### config.mk
export PLATFORM = sky130hd
export DESIGN_NAME = soc_bus_fabric
export DESIGN_NICKNAME = d
export VERILOG_FILES = /design/src/rtl/soc_bus_fabric.sv
export SDC_FILE = /design/constraint.sdc
export NUM_CORES = 1
export LEC_CHECK = 0
export BUFFER_PORTS_ARGS = -buffer_cell sky130_fd_sc_hd__buf_2
export CORE_MARGIN = 3
export CORE_UTILIZATION = 35
export CTS_CLUSTER_SIZE = 24
export DETAILED_ROUTE_END_ITERATION = 10
export HOLD_SLACK_MARGIN = 0.15
export PLACE_DENSITY = 0.9
export SETUP_SLACK_MARGIN = 0.05
export SYNTH_ARGS = -nofsm -noshare
export SYNTH_HDL_FRONTEND = slang
export SYNTH_SLANG_ARGS = --single-unit
### constraint.sdc
create_clock -name clk -period 1.4 [get_ports clk]
set_input_delay 0 -clock clk [delete_from_list [all_inputs] [get_ports clk]]
set_output_delay 0 -clock clk [all_outputs]
set_load 0.05 [all_outputs]
### src/rtl/soc_bus_fabric.sv
// rtl/soc_bus_fabric.sv - address decoder and wait-state generator for a CPU slave bus
//
// Purpose: decodes cpu_ab[15:12] into one of NSLOT slave chip selects, stalls the
// CPU for each slot's wait-state count, qualifies the write strobe to the completing
// cycle, and returns registered-select read data one cycle after completion.
//
// Ports:
//   clk          in   system clock, rising edge
//   reset_n      in   synchronous active-low reset
//   cpu_ab       in   CPU address (held while cpu_rdy=0)
//   cpu_we_n     in   CPU write enable, low-true
//   slave_do     in   packed slave read data, slot i at [DW*i +: DW]
//   cs_n         out  per-slot chip select, low-true, combinational from cpu_ab
//   slave_we_n   out  write strobe, low only in the completing cycle of a mapped access
//   cpu_di       out  CPU read data from the slot captured at completion
//   cpu_rdy      out  CPU ready, low stalls the CPU
//   unmapped_cnt out  saturating count of unmapped accesses
//
// Optional feature: define FABRIC_UNMAPPED_CNT_EN to build the unmapped-access
// counter; otherwise unmapped_cnt is tied to 8'h00.

module soc_bus_fabric #(
   parameter int                 NSLOT        = 4,
   parameter int                 DW           = 8,
   parameter logic [NSLOT*4-1:0] SLOT_PAGE    = 16'hF210,
   parameter logic [NSLOT*4-1:0] SLOT_WS      = 16'h0000,
   parameter logic [DW-1:0]      DEFAULT_DATA = 8'hFF
) (
   input  logic                clk,
   input  logic                reset_n,
   input  logic [15:0]         cpu_ab,
   input  logic                cpu_we_n,
   input  logic [NSLOT*DW-1:0] slave_do,
   output logic [NSLOT-1:0]    cs_n,
   output logic                slave_we_n,
   output logic [DW-1:0]       cpu_di,
   output logic                cpu_rdy,
   output logic [7:0]          unmapped_cnt
);

   localparam int IW = (NSLOT > 1) ? $clog2(NSLOT) : 1;

   typedef enum logic {
      IDLE = 1'b0,
      WAIT = 1'b1
   } state_e;

   state_e          state_q, state_d;
   logic [3:0]      cnt_q, cnt_d;
   logic            sel_vld_q, sel_vld_d;
   logic [IW-1:0]   sel_idx_q, sel_idx_d;

   logic            hit;
   logic [IW-1:0]   hit_idx;
   logic [3:0]      hit_ws;
   logic            done;

   // Only the page nibble takes part in decoding.
   logic            unused_addr;
   assign unused_addr = ^cpu_ab[11:0];

   // Scan from the top slot down so the lowest matching index is the one left standing.
   always_comb begin
      hit     = 1'b0;
      hit_idx = '0;
      hit_ws  = 4'd0;
      for (int i = NSLOT - 1; i >= 0; i--) begin
         if (cpu_ab[15:12] == SLOT_PAGE[4*i +: 4]) begin
            hit     = 1'b1;
            hit_idx = IW'(i);
            hit_ws  = SLOT_WS[4*i +: 4];
         end
      end
   end

   always_comb begin
      cs_n = '1;
      for (int i = 0; i < NSLOT; i++) begin
         if (hit && (hit_idx == IW'(i))) begin
            cs_n[i] = 1'b0;
         end
      end
   end

   always_ff @(posedge clk) begin
      if (!reset_n) begin
         state_q   <= IDLE;
         cnt_q     <= 4'd0;
         sel_vld_q <= 1'b0;
         sel_idx_q <= '0;
      end else begin
         state_q   <= state_d;
         cnt_q     <= cnt_d;
         sel_vld_q <= sel_vld_d;
         sel_idx_q <= sel_idx_d;
      end
   end

   // done marks the completing cycle of the current access (cpu_rdy high).
   always_comb begin
      state_d   = state_q;
      cnt_d     = cnt_q;
      cpu_rdy   = 1'b1;
      done      = 1'b0;
      case (state_q)
         IDLE: begin
            if (hit && (hit_ws != 4'd0)) begin
               // The IDLE cycle itself is the first of the n stall cycles.
               cpu_rdy = 1'b0;
               cnt_d   = hit_ws - 4'd1;
               state_d = WAIT;
            end else begin
               done = 1'b1;
            end
         end
         WAIT: begin
            if (cnt_q != 4'd0) begin
               cpu_rdy = 1'b0;
               cnt_d   = cnt_q - 4'd1;
            end else begin
               done    = 1'b1;
               state_d = IDLE;
            end
         end
      endcase
   end

   assign slave_we_n = (done && hit) ? cpu_we_n : 1'b1;

   always_comb begin
      sel_vld_d = sel_vld_q;
      sel_idx_d = sel_idx_q;
      if (done) begin
         sel_vld_d = hit;
         sel_idx_d = hit_idx;
      end
   end

   always_comb begin
      cpu_di = DEFAULT_DATA;
      if (sel_vld_q) begin
         for (int i = 0; i < NSLOT; i++) begin
            if (sel_idx_q == IW'(i)) begin
               cpu_di = slave_do[DW*i +: DW];
            end
         end
      end
   end

`ifdef FABRIC_UNMAPPED_CNT_EN
   logic [7:0] unmapped_cnt_q, unmapped_cnt_d;

   always_comb begin
      unmapped_cnt_d = unmapped_cnt_q;
      if (done && !hit && (unmapped_cnt_q != 8'hFF)) begin
         unmapped_cnt_d = unmapped_cnt_q + 8'd1;
      end
   end

   always_ff @(posedge clk) begin
      if (!reset_n) begin
         unmapped_cnt_q <= 8'h00;
      end else begin
         unmapped_cnt_q <= unmapped_cnt_d;
      end
   end

   assign unmapped_cnt = unmapped_cnt_q;
`else
   assign unmapped_cnt = 8'h00;
`endif

endmodule

==> flow_summary.ini, run 1 <==
[global_route]
grt_pass1_wl_mm = 4.34
first_global_vias = 888
grt_max_degree = 10
antenna_found_initial = 0
overflow = 0
track_usage_pct = 22.4

[clock_network]
numCtsBuffers = 3
clock_sinks = 8
clk_path_buf_depth = 2
root_buffer = clkbuf_4
cts_tree = done
cts_max_level = 1
clk_pin_slew_ns = 0.05
insertion_delay_ns = 0.25

[floorplan]
core_um2 = 1840
floorplan.initialDensity_pct = 39.1
ios = 73
dieArea_um2 = 2640
fp-row-count = 15
die-height_um = 51.3
chipWidth_um = 51.3

[pwr]
seq_power_share_pct = 35.1
power.internal_w = 0.000459
swShare_pct = 34.1
leakagePower_nw = 0.587
max-vdd-ir-drop_mv = 0.467
clock_power_share_pct = 24.7
p_switching_w = 0.000237
p_comb_share_pct = 40.3
power_density_nw_per_um2 = 518

[logic_synthesis]
synth_cells = 74
synth_common_cells = nand2b_1 (12), buf_4 (8), dfxtp_1 (8), mux4_2 (8), nand2_1 (7)
async_flop_share_pct = 0
synth_area_leaders = mux4_2 (25%), dfxtp_1 (22%), nand2b_1 (10%)
synth_area_leader_cell = mux4_2
yosysWarnings = 0
synthFlopType = dfxtp_1
synth.avg_cell_area_um2 = 9.72
ys_types = 26
synth.yosys.seq_area_share_pct = 22.3
synth-seq-cells = 8
synthesis.area_um2 = 719
synth_top_area_share_pct = 25.0
synth_edf_count = 0
yosysMostFrequentCell = nand2b_1

[timing]
hold_viol = 0
slew_violations = 0
rsz0062_at_grt = yes
worst_pin_slew_ns = 0.799
relSlewSlack_pct = 46.7
fin_ws_ns = -0.207
fin_tns_setup_ns = -1.98
finalCritPeriodShare_pct = 115
holdWs_ns = 0.151
final-setup-viol-count = 13
fin_crit_ns = 1.61
skew_ns = 0.00242
fmax_mhz = 622

[cells_and_area]
diodes = 0
area_growth_pct = 87.0
layout-drive-gt1-share_pct = 67.8
finalNetCount = 200

[route]
dr.pass1.iters = 4
drc = 0
viasPerCell = 5.15
drt_iter0_markers = 24
wirelength_mm = 2.95
wl_per_cell_um = 17.3
vias = 880
drt.antenna.violating_nets = 0

[setup_path]
crit_path_start_kind = flop
reg2regPathDepth = 9
crit_arrival_ns = 1.61
path_delay_family = simple AND/OR/NAND/NOR gates
worstSetupEndpointType = primary output
crit_type = reg -> out
critPathMaxFanout = 2
cpPeakStageDelay_ns = 0.37
required_ns = 1.40
rr_endpoint = sel_idx_q[1]
worst-path-buf-inv = 2
crit_path_cell_trace = inv_2, ha_4, nor3b_4, nor2b_4, or3_4, buf_8
regToRegStartpoint = cnt_q[0]
regToRegSetupSlack_ns = -0.15
path_depth = 6
slowest_stage = or3_4

[hold_path]
worstHoldStart = cpu_ab[13]
whs_path_depth = 4
min_to = sel_vld_q
min_path_type = in -> reg

[placed_design]
post-place-ws_ns = 0.0299
place_congestion = 0.675
post-dp-hpwl_mm = 1.72
io_buffer_count = 52

[outcome]
status = complete, but fails checks
failed_checks = setup timing

[job]
maxCapViolCount = 0
==> tightest hold or removal path, delay by kind of cell <==
kind | cells | cell delay, ns
AOI/OAI and AO/OA | 2 | 0.19
buffers and inverters | 1 | 0.12
and+or+nand+nor | 1 | 0.05
==> power groups by stage <==
stage,clock network (W),logic (W),registers (W)
6_report,0.000172,0.000281,0.000244
5_1_grt,0.000188,0.000293,0.000245
4_1_cts,0.000175,0.000263,0.000244
3_5_place_dp,0,0.000221,0.000242
3_3_place_gp,0,0.000217,0.000242
2_1_floorplan,0,0.000167,0.000239
==> logic make-up after synthesis <==
| kind of cell | synth area share [%] |
|---|---|
| multiplexers | 27.8 |
| other | 0.521 |
| adder cells (fa/ha/maj) | 1.74 |
| flip-flops | 22.3 |
| AND/OR/NAND/NOR | 27.5 |
| buffers and inverters | 12.2 |
| AO/OA/AOI/OAI | 8.00 |
==> cell usage in the layout (no fill, tap or decap), drive strengths merged <==
cell type and n:
dfxtp 8, a31oi 2, clkinvlp 1, nor4b 1, inv 2, a21oi 2, o21ai 4, nand4 1
nor3b 1, nand3b 1, nor3 1, nor2 2, nand4b 1, mux2i 2, a21boi 2, nor2b 2
and2 1, mux4 8, ha 1, nand2 7, or3 1, clkbuf 3, buf 67, conb 8
dlygate4sd3 5, nand2b 12
==> per-stage QoR <==
| stage | std cells | total power [W] | util (%) | area [um2] |
|---|---|---|---|---|
| 6_report | 171 | 0.000696 | 73.1 | 1350 |
| 5_1_grt | 171 | 0.000726 | 73.1 | 1350 |
| 4_1_cts | 166 | 0.000682 | 70.3 | 1290 |
| 3_5_place_dp | 153 | 0.000464 | 56.5 | 1040 |
| 3_3_place_gp | 153 | 0.000459 | 56.5 | 1040 |
| 2_1_floorplan | 81 | 0.000406 | - | 774 |
==> state kept, by name, summed over array words and instances, names as in the netlist <==
register   count
cnt_q          4
sel_idx_q      2
sel_vld_q      1
state_q        1
==> what timing repair did <==
action,4_1_cts,5_1_grt
pin swaps,0,2
setup endpoints to repair,10,16
buffers inserted,5,5
hold endpoints to repair,8,0
resized for setup,34,3
hold buffers,5,0
==> worst max path at each step <==
stage | startpoint | endpoint | slack, ns
after floorplan | cnt_q[0] | sel_idx_q[0] | -0.05
after global placement | cnt_q[1] | slave_we_n | 0.03
after detailed placement | sel_idx_q[0] | cpu_di[5] | 0.03
after CTS | cnt_q[0] | slave_we_n | -0.19
after global routing | cnt_q[0] | slave_we_n | -0.26
final | cnt_q[0] | slave_we_n | -0.21
==> area by class of cell <==
cell class                 instances  area (um2)
inverter                           3        15.0
clock buffer                       3        22.5
tap                               25        31.3
sequential                         8         164
timing repair buffer              72         513
multi-input combinational         60         599
fill                             114         494
==> per-layer routing <==
metal  wire [um]  vias to the layer above  GRT usage (%)
li1            -                      396              -
met1        1090                      405           24.1
met2        1460                       67           40.1
met3         265                       12           5.54
met4         141                        0           11.8
met5           0                        -              0
Power figures use the tool's default switching activity.
==> run 2, diff against run 1 <==
- TNS_END_PERCENT: not set -> 30
==> run 2 against run 1 <==
Effect of this change: the run still ends with setup timing left; power barely moved; first-iteration DRC count fell by 58%; non-clock buffer count shrank 5; die area is the same; core utilization is 3.5 points lower; sequential share of layout area is 0.61 points higher; critical path type unchanged; largest power group unchanged; highest routed layer unchanged.
==> flow_summary.ini, run 2 (same netlist as run 1, synthesis figures left out) <==
[cells_and_area]
area_growth_pct = 78.1
final_cell_mix = buf_2 (42), buf_4 (9)
reg_top3 = cnt_q x4, sel_idx_q x2
fillers = 123
layout-drive-gt1-share_pct = 65.2
utilization_pct = 69.7
final_common_cell = buf_2
largest-register = cnt_q
finalNetCount = 195
largest_reg_flops = 4
diodes = 0

[route]
wirelength_mm = 2.62
drt_iter0_markers = 10
drc = 0
dr.pass1.iters = 4
viasPerCell = 4.92
drt.antenna.violating_nets = 0
wl_per_cell_um = 15.8
vias = 817

[setup_path]
critPathMaxFanout = 2
crit_path_start_kind = flop
required_ns = 1.40
cpPeakStageDelay_ns = 0.37
crit_path_cell_trace = inv_2, ha_4, nor3b_4, nor2b_4, or3_4, buf_8
path_delay_family = simple AND/OR/NAND/NOR gates
worst-path-buf-inv = 2
regToRegSetupSlack_ns = 0.08
crit_arrival_ns = 1.65
worstSetupEndpointType = primary output
slowest_stage = or3_4
crit_type = reg -> out

[timing]
worst_pin_slew_ns = 0.813
skew_ns = 0.00488
hold_viol = 0
rsz0062_at_grt = yes
relSlewSlack_pct = 45.7
fin_ws_ns = -0.247
slew_violations = 0
final-setup-viol-count = 10
fmax_mhz = 607
fin_crit_ns = 1.65
finalCritPeriodShare_pct = 118

[hold_path]
min_path_type = in -> reg

[clock_network]
cts_max_level = 1
clk_pin_slew_ns = 0.05
insertion_delay_ns = 0.27
cts_tree = done
numCtsBuffers = 3
clock_sinks = 8
cts-hold-fix-buffers = 5
clk_path_buf_depth = 2
root_buffer = clkbuf_4

[pwr]
clock_power_share_pct = 26.4
max-vdd-ir-drop_mv = 0.316
p_comb_share_pct = 38.5
power_w = 0.000696
p_switching_w = 0.000240
leakagePower_nw = 0.562
power_density_nw_per_um2 = 543
power.internal_w = 0.000456
swShare_pct = 34.5
seq_power_share_pct = 35.1

[floorplan]
floorplan.initialDensity_pct = 39.1
fp-row-count = 15
dieArea_um2 = 2640
ios = 73
chipWidth_um = 51.3
die-height_um = 51.3
core_um2 = 1840

[global_route]
grt_max_degree = 10
antenna_found_initial = 0
track_usage_pct = 18.9
first_global_vias = 803
grt_pass1_wl_mm = 3.57
overflow = 0

[outcome]
failed_checks = setup timing
status = complete, but fails checks

[job]
maxCapViolCount = 0

[placed_design]
io_buffer_count = 52
post-dp-hpwl_mm = 1.77
place_congestion = 0.710
==> run 2: cell count changes in the layout (fill, tap and decap cells not counted) <==
cell / change
a21boi_0: +1
a21boi_1: -1
a21oi_1: +1
a21oi_2: -1
a31oi_1: +1
a31oi_4: -1
buf_4: -3
buf_6: -2
==> run 2: path summary, 6_finish.rpt <==
path	from	end	depth (start not counted)
max	cnt_q[1]	slave_we_n	6
min	cpu_ab[14]	sel_idx_q[0]	3
max reg2reg	cnt_q[1]	cnt_q[1]	7
min reg2reg	cnt_q[2]	cnt_q[2]	2
==> run 2: worst register-to-register path, stage by stage (launching register included) <==
cell and delay (ns):
dfxtp_2 0.33, inv_2 0.06, ha_4 0.16, nor3b_4 0.16, nor2b_4 0.12, buf_4 0.14
clkinvlp_4 0.13, a21oi_1 0.16
==> run 2: metrics by stage <==
stage | worst slack, ns | hold slack (ns) | std cells | area, um2 | TNS (ns)
global placement | 0.0294 | 0.308 | 154 | 1050 | 0
detailed placement | 0.0101 | 0.324 | 154 | 1050 | 0
global route | -0.302 | 0.134 | 166 | 1280 | -2.05
finish | -0.247 | 0.125 | 166 | 1280 | -1.72
floorplan | -0.0504 | 0.122 | 81 | 774 | -0.0925
CTS | -0.230 | 0.122 | 164 | 1230 | -1.62
==> run 2: area by class of cell <==
type	instances	area [um2]	area share, %
clock buffer	3	22.5	1.76
inverter	3	15.0	1.17
multi-input combinational	60	581	45.3
sequential	8	164	12.8
tap	25	31.3	2.44
timing repair buffer	67	468	36.5
==> run 2: timing repair <==
action	4_1_cts	5_1_grt
endpoints found under the setup margin	10	13
hold endpoints to repair	8	2
resized for setup	26	5
buffers inserted	2	2
pin swaps	0	1
==> run 2: power groups by stage <==
stage	registers, W	logic [W]	clock network (W)
after detailed placement	0.000242	0.000223	0
after CTS	0.000240	0.000253	0.000181
after global routing	0.000244	0.000281	0.000190
after floorplan	0.000239	0.000167	0
final	0.000244	0.000268	0.000184
after global placement	0.000242	0.000217	0
==> run 2: per-layer routing <==
metal,global-route usage (%),wire [um],up-vias
met1,15.3,840,381
met2,38.8,1410,47
li1,-,-,384
met5,0,0,-
met3,5.54,312,5
met4,10.5,57,0
==> run 3, diff against run 2 <==
==> constraint.sdc (replaced) <==
create_clock -name clk -period 1.4 [get_ports clk]
set_input_delay 0.21 -clock clk [delete_from_list [all_inputs] [get_ports clk]]
set_output_delay 0.21 -clock clk [all_outputs]
set_load 0.05 [all_outputs]
==> run 3 against run 2 <==
Effect of this change: the run still ends with setup timing left; final cell count grew 0.60%; clock power decreased by 5%; global-route usage up 0.39 points; critical endpoint unchanged; largest cell class unchanged.
==> flow_summary.ini, run 3 (same netlist as run 1, synthesis figures left out) <==
[floorplan]
fp-row-count = 15
dieArea_um2 = 2640
ios = 73
core_um2 = 1840
chipWidth_um = 51.3
die-height_um = 51.3
floorplan.initialDensity_pct = 39.1

[setup_path]
crit_path_cell_trace = inv_2, ha_4, nor3b_4, nor2b_2, or3_4, buf_8
crit_path_start_kind = flop
reg2regPathDepth = 8
crit_arrival_ns = 1.59
crit_type = reg -> out
worstSetupEndpointType = primary output
critPathMaxFanout = 2
slowest_stage = or3_4
worst-path-buf-inv = 2
critPathLaunch = cnt_q[1]
cpPeakStageDelay_ns = 0.38
rr_endpoint = cnt_q[1]
regToRegStartpoint = cnt_q[1]
required_ns = 1.19
regToRegSetupSlack_ns = 0.07
path_depth = 6
path_delay_family = simple AND/OR/NAND/NOR gates
crit_end = slave_we_n

[placed_design]
place_area_um2 = 1070
place_congestion = 0.845
post-dp-hpwl_mm = 1.87
io_buffer_count = 52

[global_route]
first_global_vias = 798
grt_pass1_wl_mm = 3.72
track_usage_pct = 19.3
grt_max_degree = 10
overflow = 0
antenna_found_initial = 0

[timing]
finalCritPeriodShare_pct = 129
fmax_mhz = 555
skew_ns = 0.00238
fin_crit_ns = 1.80
worst_pin_slew_ns = 0.808
relSlewSlack_pct = 46.0
hold_viol = 0
final-setup-viol-count = 10
fin_ws_ns = -0.401
rsz0062_at_grt = yes
slew_violations = 0

[cells_and_area]
layout-drive-gt1-share_pct = 69.7
diodes = 0
final_area_um2 = 1270
reg_top3 = cnt_q x4, sel_idx_q x2
final_common_cell = buf_2
final_cell_mix = buf_2 (42), buf_4 (14), buf_6 (10)
largest_reg_flops = 4
finalNetCount = 196
largest-register = cnt_q
area_growth_pct = 77.0

[clock_network]
clk_pin_slew_ns = 0.05
cts_tree = done
clock_sinks = 8
insertion_delay_ns = 0.25
root_buffer = clkbuf_4
clk_path_buf_depth = 2
cts-hold-fix-buffers = 0
cts_max_level = 1
numCtsBuffers = 3

[pwr]
max-vdd-ir-drop_mv = 0.434
power_density_nw_per_um2 = 535
leakagePower_nw = 0.572
power_w = 0.000681

[route]
drc = 0
wirelength_mm = 2.73
wl_per_cell_um = 16.3
dr.pass1.iters = 4
vias = 833
drt_iter0_markers = 17
viasPerCell = 4.99
drt.antenna.violating_nets = 0

[hold_path]
min_path_type = in -> reg
worstHoldStart = reset_n

[outcome]
failed_checks = setup timing
status = complete, but fails checks

[job]
maxCapViolCount = 0
run 3: worst min path at each step:
| stage | to | cells after the start |
|---|---|---|
| finish | sel_idx_q[0] | 3 |
| global route | cnt_q[0] | 3 |
| CTS | sel_idx_q[0] | 3 |
| detailed placement | sel_idx_q[0] | 3 |
| global placement | sel_idx_q[0] | 3 |
| floorplan | state_q | 1 |
run 3: area by class of cell:
| cell class | count | area, um2 |
|---|---|---|
| well taps | 25 | 31.3 |
| clock buffers | 3 | 22.5 |
| repair buffers | 68 | 463 |
| multi-input cells | 60 | 579 |
| flip-flops and latches | 8 | 166 |
| inverters | 3 | 11.3 |
| fillers | 147 | 566 |
run 3: metal layers:
layer  wire length [um]  track usage [%]  share of wire [%]
met1               1010             19.0                 37
met5                  0                0                  0
met4                 10             3.93               0.37
met3                284             7.00                 10
met2               1420             38.0                 52
run 3: what timing repair did:
action,CTS,global route
pin swaps,1,0
buffers inserted,4,1
setup endpoints to repair,14,14
gates cloned,0,0
gates resized for setup,33,5
run 3: tightest hold or removal path: cells and delay by family:
| family | cells | cell delay (ns) |
|---|---|---|
| AOI/OAI and AO/OA | 2 | 0.13 |
| buffers and inverters | 1 | 0.15 |
run 3: power by group:
part	switching (W)	leakage, nW	internal, W
logic	0.000143	0.491	0.000121
registers	0.0000133	0.0665	0.000230
clock network	0.0000758	0.0138	0.0000979
total	0.000232	0.572	0.000449
run 3: metrics by stage:
| step | TNS, ns | instances | setup WS [ns] | util, % | hold slack [ns] |
|---|---|---|---|---|---|
| after floorplan | -1.51 | 81 | -0.311 | - | 0.332 |
| after global placement | -1.72 | 159 | -0.204 | 58.3 | 0.529 |
| after detailed placement | -2.22 | 159 | -0.276 | 58.3 | 0.539 |
| after CTS | -3.49 | 166 | -0.407 | 66.8 | 0.269 |
| after global routing | -4.20 | 167 | -0.483 | 69.3 | 0.284 |
| final | -3.57 | 167 | -0.401 | 69.3 | 0.280 |
